### config.mk
export PLATFORM = sky130hd
export DESIGN_NAME = uart_rx
export DESIGN_NICKNAME = d
export VERILOG_FILES = /design/src/rtl/uart_rx.sv
export SDC_FILE = /design/constraint.sdc
export NUM_CORES = 1
export LEC_CHECK = 0
export ABC_CLOCK_PERIOD_IN_PS = 3510
export CAP_MARGIN = 20
export CORE_MARGIN = 1.5
export CORE_UTILIZATION = 30
export CTS_BUF_LIST = sky130_fd_sc_hd__clkbuf_4
export DETAILED_ROUTE_END_ITERATION = 8
export PLACE_DENSITY_LB_ADDON = 0.3
export SYNTH_ARGS = -nofsm -noshare
export SYNTH_HDL_FRONTEND = slang
export SYNTH_SLANG_ARGS = --single-unit
### constraint.sdc
create_clock -name sysclk -period 3.51 [get_ports sysclk]
set_clock_uncertainty 0.15 [all_clocks]
set_input_delay 0.702 -clock sysclk [delete_from_list [all_inputs] [get_ports sysclk]]
set_output_delay 0.702 -clock sysclk [all_outputs]
set_load 0.005 [all_outputs]
### src/rtl/uart_rx.sv
// 8N1 UART receiver: synchronizes rx, validates the start bit and samples each
// bit at mid-cell using rising edges of a 16x oversampling clock.
module uart_rx #(
  parameter int DATA_BITS = 8
) (
  input  logic                 sysclk,
  input  logic                 reset,
  input  logic                 uart_clk,
  input  logic                 rx,
  output logic [DATA_BITS-1:0] rx_data,
  output logic                 rx_status,
  output logic                 frame_err
);

  localparam int IDX_W = $clog2(DATA_BITS + 1);
  localparam logic [IDX_W-1:0] IDX_ONE  = IDX_W'(1);
  localparam logic [IDX_W-1:0] IDX_LAST = IDX_W'(DATA_BITS - 1);

  typedef enum logic [2:0] {
    S_IDLE,
    S_START,
    S_DATA,
    S_STOP,
    S_BREAK
  } state_t;

  state_t               state_q, state_d;
  logic [3:0]           cnt_q, cnt_d;
  logic [IDX_W-1:0]     idx_q, idx_d;
  logic [DATA_BITS-1:0] shift_q, shift_d;
  logic [DATA_BITS-1:0] data_q, data_d;
  logic                 status_q, status_d;
  logic                 ferr_q, ferr_d;
  logic                 rx_meta_q, rx_s_q;
  logic                 uart_clk_d_q;
  logic                 tick;

  assign tick = uart_clk & ~uart_clk_d_q;

  // Synchronizer flops idle high so reset never looks like a start bit.
  always_ff @(posedge sysclk or negedge reset) begin
    if (!reset) begin
      rx_meta_q    <= 1'b1;
      rx_s_q       <= 1'b1;
      uart_clk_d_q <= 1'b0;
    end else begin
      rx_meta_q    <= rx;
      rx_s_q       <= rx_meta_q;
      uart_clk_d_q <= uart_clk;
    end
  end

  always_ff @(posedge sysclk or negedge reset) begin
    if (!reset) begin
      state_q  <= S_IDLE;
      cnt_q    <= 4'd0;
      idx_q    <= '0;
      shift_q  <= '0;
      data_q   <= '0;
      status_q <= 1'b0;
      ferr_q   <= 1'b0;
    end else begin
      state_q  <= state_d;
      cnt_q    <= cnt_d;
      idx_q    <= idx_d;
      shift_q  <= shift_d;
      data_q   <= data_d;
      status_q <= status_d;
      ferr_q   <= ferr_d;
    end
  end

  always_comb begin
    state_d  = state_q;
    cnt_d    = cnt_q;
    idx_d    = idx_q;
    shift_d  = shift_q;
    data_d   = data_q;
    status_d = 1'b0;
    ferr_d   = ferr_q;
    if (tick) begin
      case (state_q)
        S_IDLE: begin
          if (!rx_s_q) begin
            state_d = S_START;
            cnt_d   = 4'd0;
          end
        end
        S_START: begin
          if (cnt_q == 4'd7) begin
            if (!rx_s_q) begin
              state_d = S_DATA;
              cnt_d   = 4'd0;
              idx_d   = '0;
              ferr_d  = 1'b0;
            end else begin
              state_d = S_IDLE;
            end
          end else begin
            cnt_d = cnt_q + 4'd1;
          end
        end
        S_DATA: begin
          if (cnt_q == 4'd15) begin
            // LSB arrives first, so shifting in at the MSB lands it at bit 0.
            shift_d = {rx_s_q, shift_q[DATA_BITS-1:1]};
            cnt_d   = 4'd0;
            idx_d   = idx_q + IDX_ONE;
            if (idx_q == IDX_LAST) state_d = S_STOP;
          end else begin
            cnt_d = cnt_q + 4'd1;
          end
        end
        S_STOP: begin
          if (cnt_q == 4'd15) begin
            if (rx_s_q) begin
              data_d   = shift_q;
              status_d = 1'b1;
              state_d  = S_IDLE;
            end else begin
              ferr_d  = 1'b1;
              state_d = S_BREAK;
            end
          end else begin
            cnt_d = cnt_q + 4'd1;
          end
        end
        S_BREAK: begin
          if (rx_s_q) state_d = S_IDLE;
        end
        default: state_d = S_IDLE;
      endcase
    end
  end

  assign rx_data   = data_q;
  assign rx_status = status_q;
  assign frame_err = ferr_q;

endmodule

==> results of run 1 <==
## report_power, final
part           total (mW)  switching, mW  internal [mW]
registers           0.515         0.0923          0.422
logic               0.257          0.121          0.135
clock network       0.205          0.128         0.0768
total               0.976          0.341          0.635
## worst min path at each step
stage	from	slack (ns)	end
2_1_floorplan	rx_meta_q	0.20	rx_s_q
3_3_place_gp	rx_meta_q	0.20	rx_s_q
3_5_place_dp	rx_meta_q	0.20	rx_s_q
4_1_cts	rx_meta_q	0.21	rx_s_q
5_1_grt	rx_meta_q	0.21	rx_s_q
6_report	rx_meta_q	0.21	rx_s_q
## final cells by class
type	count	area, um^2	area share, %
Sequential cell	32	803.3	45.96
Multi-Input combinational cell	79	651.9	37.29
Timing Repair Buffer	14	137.6	7.874
Tap cell	67	83.83	4.796
Clock buffer	5	37.54	2.147
Clock inverter	3	18.77	1.074
Inverter	4	15.01	0.8590
## per-layer routing
metal	vias to the layer above	wire length [um]
li1	472	-
met3	2	121
met5	-	0
met1	484	1226
met4	0	13
met2	21	1309
## kinds of logic after synthesis
| group | after synthesis | synth area share [%] |
|---|---|---|
| adder cells (fa/ha/maj) | 2 | 1.675 |
| flip-flops | 32 | 53.77 |
| AND/OR/NAND/NOR | 35 | 15.24 |
| AO/OA/AOI/OAI | 18 | 9.047 |
| multiplexers | 22 | 16.50 |
| XOR/XNOR | 2 | 1.173 |
| buffers and inverters | 8 | 2.596 |
## synth_stat cells, types with 3 or more instances
master    number  share of area, %
o21ai_0        3               1.0
inv_1          4               1.0
nor2_1         6               1.5
mux2_2        21                16
nand2_1        4               1.0
nand2b_1       4               1.7
dfrtp_1       30                50
nand3_1        3               1.0
and3_1         3               1.3
## critical path: stages
cell,delay (ns)
clkdlybuf4s50_1,0.50
or3b_4,0.42
a21o_1,0.21
or3_4,0.35
a211o_1,0.30
## sequential cells by signal, indices dropped and copies added, names as in the netlist
name          count
cnt_q             4
frame_err         1
idx_q             4
rx_data           8
rx_meta_q         1
rx_s_q            1
rx_status         1
shift_q           8
state_q           3
uart_clk_d_q      1
==> flow_metrics.tcl, run 1 <==
set metrics [dict create \
    cts_buffers 5 \
    port_buffers 13 \
    slew_headroom_pct 63.28 \
    postLayoutCoreUtil_pct 36.76 \
    startpoint_type "input port" \
    grtUsageMet2_pct 17.82 \
    fin_cells 204 \
    period_needed_ns 2.424 \
    finalSetupTns_ns 0 \
    layout.nets 142 \
    first_pass_iters 4 \
    cp.arrival_ns 2.49 \
    die-width_um 73.57 \
    endpoint "idx_q[3]" \
    gp_congestion 0.7795 \
    synth_edf_count 0 \
    dp.cells 196 \
    netlist_area_um2 1494 \
    drtIter0Drc 35 \
    ys_seq_elements 32 \
    cts_tree "yes" \
    status "complete, no violations" \
    fin_crit_sh_pct 69.07 \
    ir_drop_mv 0.2069 \
    worstPathRequired_ns 3.58 \
    grt_max_degree 33 \
    syn_inst 119 \
    syn_nets 125 \
    place_hpwl_mm 1.893 \
    h-tree-depth 2 \
    place_area_um2 1692 \
    pre_cts_ws_ns 0.7495 \
    insertion_delay_ns 0.32 \
    antenna_found_initial 0 \
    reg2reg_slack_ns 1.29 \
    power.leakage_nw 0.8154 \
    synth.distinct_cells 43 \
    vias 979 \
    critical_path_class "in -> reg" \
    grt_pass1_vias 1016 \
    rsz0062_at_grt "false" \
    met3_usage_pct 3.567 \
    clockBufferDepth 2 \
    p_per_area_nw_per_um2 558.3 \
    mostFrequentLayoutCells "30 x dfrtp_1, 21 x mux2_2, 13 x clkdlybuf4s50_1" \
    finalSetupViolCount 0 \
    vias_per_cell 4.799 \
    grt_pass1_wl_mm 4.505 \
    critPathLaunch "uart_clk" \
    core_area_um2 4755 \
    final_layout_size_suffix_gt1_share_pct 27.74 \
    yosysSeqAreaShare_pct 53.77 \
    final.fill_count 479 \
    post_drt_wl_per_cell_um 13.09 \
    gr-total-overflow 0 \
    r2r_cells 3 \
    ioPinCount 14 \
    slew_viol_final 0 \
    grt-busiest-layer "met2" \
    stdcell_area_um2 1748 \
    path_clk_slew_ns 0.10 \
    hold_class "reg -> reg" \
    die_height_um 73.57 \
    diodes 0 \
    cts_setup_buffers 0 \
    track_usage_pct 10.91 \
    power.total_mw 0.9759 \
    rows 25 \
    tightestPinTransition_ns 0.5465 \
    hold_ws_ns 0.2105 \
    cts_hold_buf 0 \
    use_met1_pct 13.80 \
    cp_max_fo 5 \
    setup_ws_ns 1.086 \
    async_reset_ff_share_pct 100.0 \
    start_util_pct 31.42 \
    dieArea_um2 5412 \
    yosysWarnings 0 \
    root_buffer "clkbuf_4" \
    max_freq_ghz 0.4125 \
    syn_avg_cell_area_um2 12.55 \
    cts_resized 0 \
    hold_depth 0 \
    antenna_left 0 \
    numClockSinks 32 \
    hold_viol 0 \
    maxCapViolCount 0 \
    synth_ff_type "dfrtp_1" \
    drcViolationCount 0 \
    end_kind "register" \
    reg2reg_from "state_q[1]" \
    reg2reg_to "shift_q[0]" \
    drt_wl_total_mm 2.670 \
    layout.cells.most_common "dfrtp_1" \
    area_growth_pct 17.00 \
]
(Power assumes the default switching activity.)
==> run 2, diff against run 1 <==
Settings changed: ABC_CLOCK_PERIOD_IN_PS 3510 to 2100.
Clock period 3.51 ns to 2.1 ns, I/O delays scaled along.
==> run 2 against run 1 <==
Net effect: highest routed layer unchanged; critical path type unchanged; die area unchanged; critical endpoint unchanged; worst hold slack improved by 0.0026 ns; clock power is 130% higher; cell count increased by 4.4%; utilization grew 2.3 points; critical path depth stayed put; largest power group unchanged; total power grew 89%; setup slack worse by 1.0 ns.
==> flow_metrics.tcl, run 2 (synthesized netlist as in run 1, its figures left out) <==
set metrics [dict create \
    status "complete, no violations" \
    cp_cell_sequence "clkdlybuf4s50_1 > or3b_4 > a21o_1 > or3_4 > a211o_1" \
    power.total_mw 1.847 \
    antenna_found_initial 0 \
    dp.cells 204 \
    place_hpwl_mm 2.045 \
    grt_max_degree 33 \
    power.leakage_nw 0.8683 \
    gp_congestion 0.7779 \
    final_layout_size_suffix_gt1_share_pct 33.56 \
    dieArea_um2 5412 \
    regArea_um2 804.5 \
    cts_buffers 5 \
    antenna_left 0 \
    slew_viol_final 0 \
    period_needed_ns 2.024 \
    ioPinCount 14 \
    diodes 0 \
    max_freq_ghz 0.4941 \
    end_kind "register" \
    critical_path_class "in -> reg" \
    cp.arrival_ns 2.08 \
    critPathSlowestCell "clkdlybuf4s50_1" \
    post_drt_wl_per_cell_um 13.56 \
    die_height_um 73.57 \
    gr-total-overflow 0 \
    core_area_um2 4755 \
    cp_max_fo 3 \
    grt_pass1_vias 1059 \
    cts_tree "yes" \
    cp_top_family "simple AND/OR/NAND/NOR gates" \
    fin_cells 213 \
    setup_ws_ns 0.07610 \
    rsz0062_at_grt "false" \
    layout.nets 151 \
    tightestPinTransition_ns 0.4305 \
    vias_per_cell 4.817 \
    p_per_area_nw_per_um2 995.5 \
    hold_class "reg -> reg" \
    start_util_pct 31.42 \
    insertion_delay_ns 0.32 \
    pre_cts_ws_ns -0.2524 \
    drt_wl_total_mm 2.888 \
    slew_headroom_pct 70.93 \
    critPathBufInv 1 \
    hold_viol 0 \
    multi_input_area_um2 654.4 \
    finalSetupViolCount 0 \
    maxCapViolCount 0 \
    h-tree-depth 2 \
    die-width_um 73.57 \
    root_buffer "clkbuf_4" \
    worstPathRequired_ns 2.16 \
    port_buffers 13 \
    startpoint_type "input port" \
    track_usage_pct 12.08 \
    critical_path.max_stage_delay_ns 0.47 \
    final.fill_count 473 \
    area_growth_pct 24.20 \
    ir_drop_mv 0.3523 \
    numClockSinks 32 \
    mostFrequentLayoutCells "29 x dfrtp_1, 21 x mux2_2, 13 x clkdlybuf4s50_1" \
    drcViolationCount 0 \
    fin_crit_sh_pct 96.38 \
    grt_pass1_wl_mm 4.940 \
    layout.cells.most_common "dfrtp_1" \
    clockBufferDepth 2 \
    first_pass_iters 4 \
    vias 1026 \
    drtIter0Drc 50 \
    cts_hold_buf 0 \
    path_clk_slew_ns 0.10 \
    rows 25 \
]
==> run 2: cell type report <==
class	count	area share [%]
Sequential cell	32	43.36
Multi-Input combinational cell	79	35.27
Timing Repair Buffer	23	11.73
Tap cell	67	4.518
Clock buffer	6	2.428
Clock inverter	2	1.888
Inverter	4	0.8092
==> run 2: timing repair <==
| action | 4_1_cts | 5_1_grt |
|---|---|---|
| setup endpoints to repair | 0 | 5 |
| setup buffers | 0 | 1 |
| gates resized for setup | 0 | 2 |
==> run 2: final timing paths <==
kind / from / endpoint / slack (ns) / depth (start not counted)
min in group asynchronous: reset / frame_err / 0.32 / 2
worst max-delay path: uart_clk / idx_q[3] / 0.08 / 5
worst max register to register: cnt_q[1] / state_q[1] / 0.09 / 5
max in group asynchronous: reset / rx_s_q / 1.14 / 2
worst min register to register: rx_meta_q / rx_s_q / 0.21 / 0
worst min-delay path: rx_meta_q / rx_s_q / 0.21 / 0
==> run 2: per-layer routing <==
| layer | routed length [um] | share of wire [%] | up-vias | GRT usage (%) |
|---|---|---|---|---|
| li1 | - | - | 491 | - |
| met1 | 1392 | 48 | 509 | 15.76 |
| met2 | 1353 | 47 | 21 | 18.42 |
| met3 | 108 | 3.7 | 5 | 3.429 |
| met4 | 34 | 1.2 | 0 | 5.761 |
| met5 | 0 | 0 | - | 0 |
==> run 2: report_power, final <==
part | total [mW] | internal (mW) | switching, mW
clock network | 0.466 | 0.262 | 0.204
registers | 0.810 | 0.709 | 0.101
logic | 0.571 | 0.288 | 0.283
total | 1.85 | 1.26 | 0.588
==> run 2: per-stage QoR <==
stage / TNS (ns) / hold slack, ns / instance area [um^2] / utilization [%]
4_1_cts: 0 / 0.2151 / 1844 / 38.79
3_3_place_gp: -1.629 / 0.1966 / 1764 / 37.11
6_report: 0 / 0.2131 / 1856 / 39.03
3_5_place_dp: -1.861 / 0.2003 / 1764 / 37.11
2_1_floorplan: 0 / -0.02559 / 1494 / -
5_1_grt: 0 / 0.2241 / 1856 / 39.03
==> run 3, diff against run 2 <==
Settings changed: CTS_CLUSTER_DIAMETER set to 40.
==> results of run 3 <==
No change in the layout: final DEF, timing and power equal those of run 2.
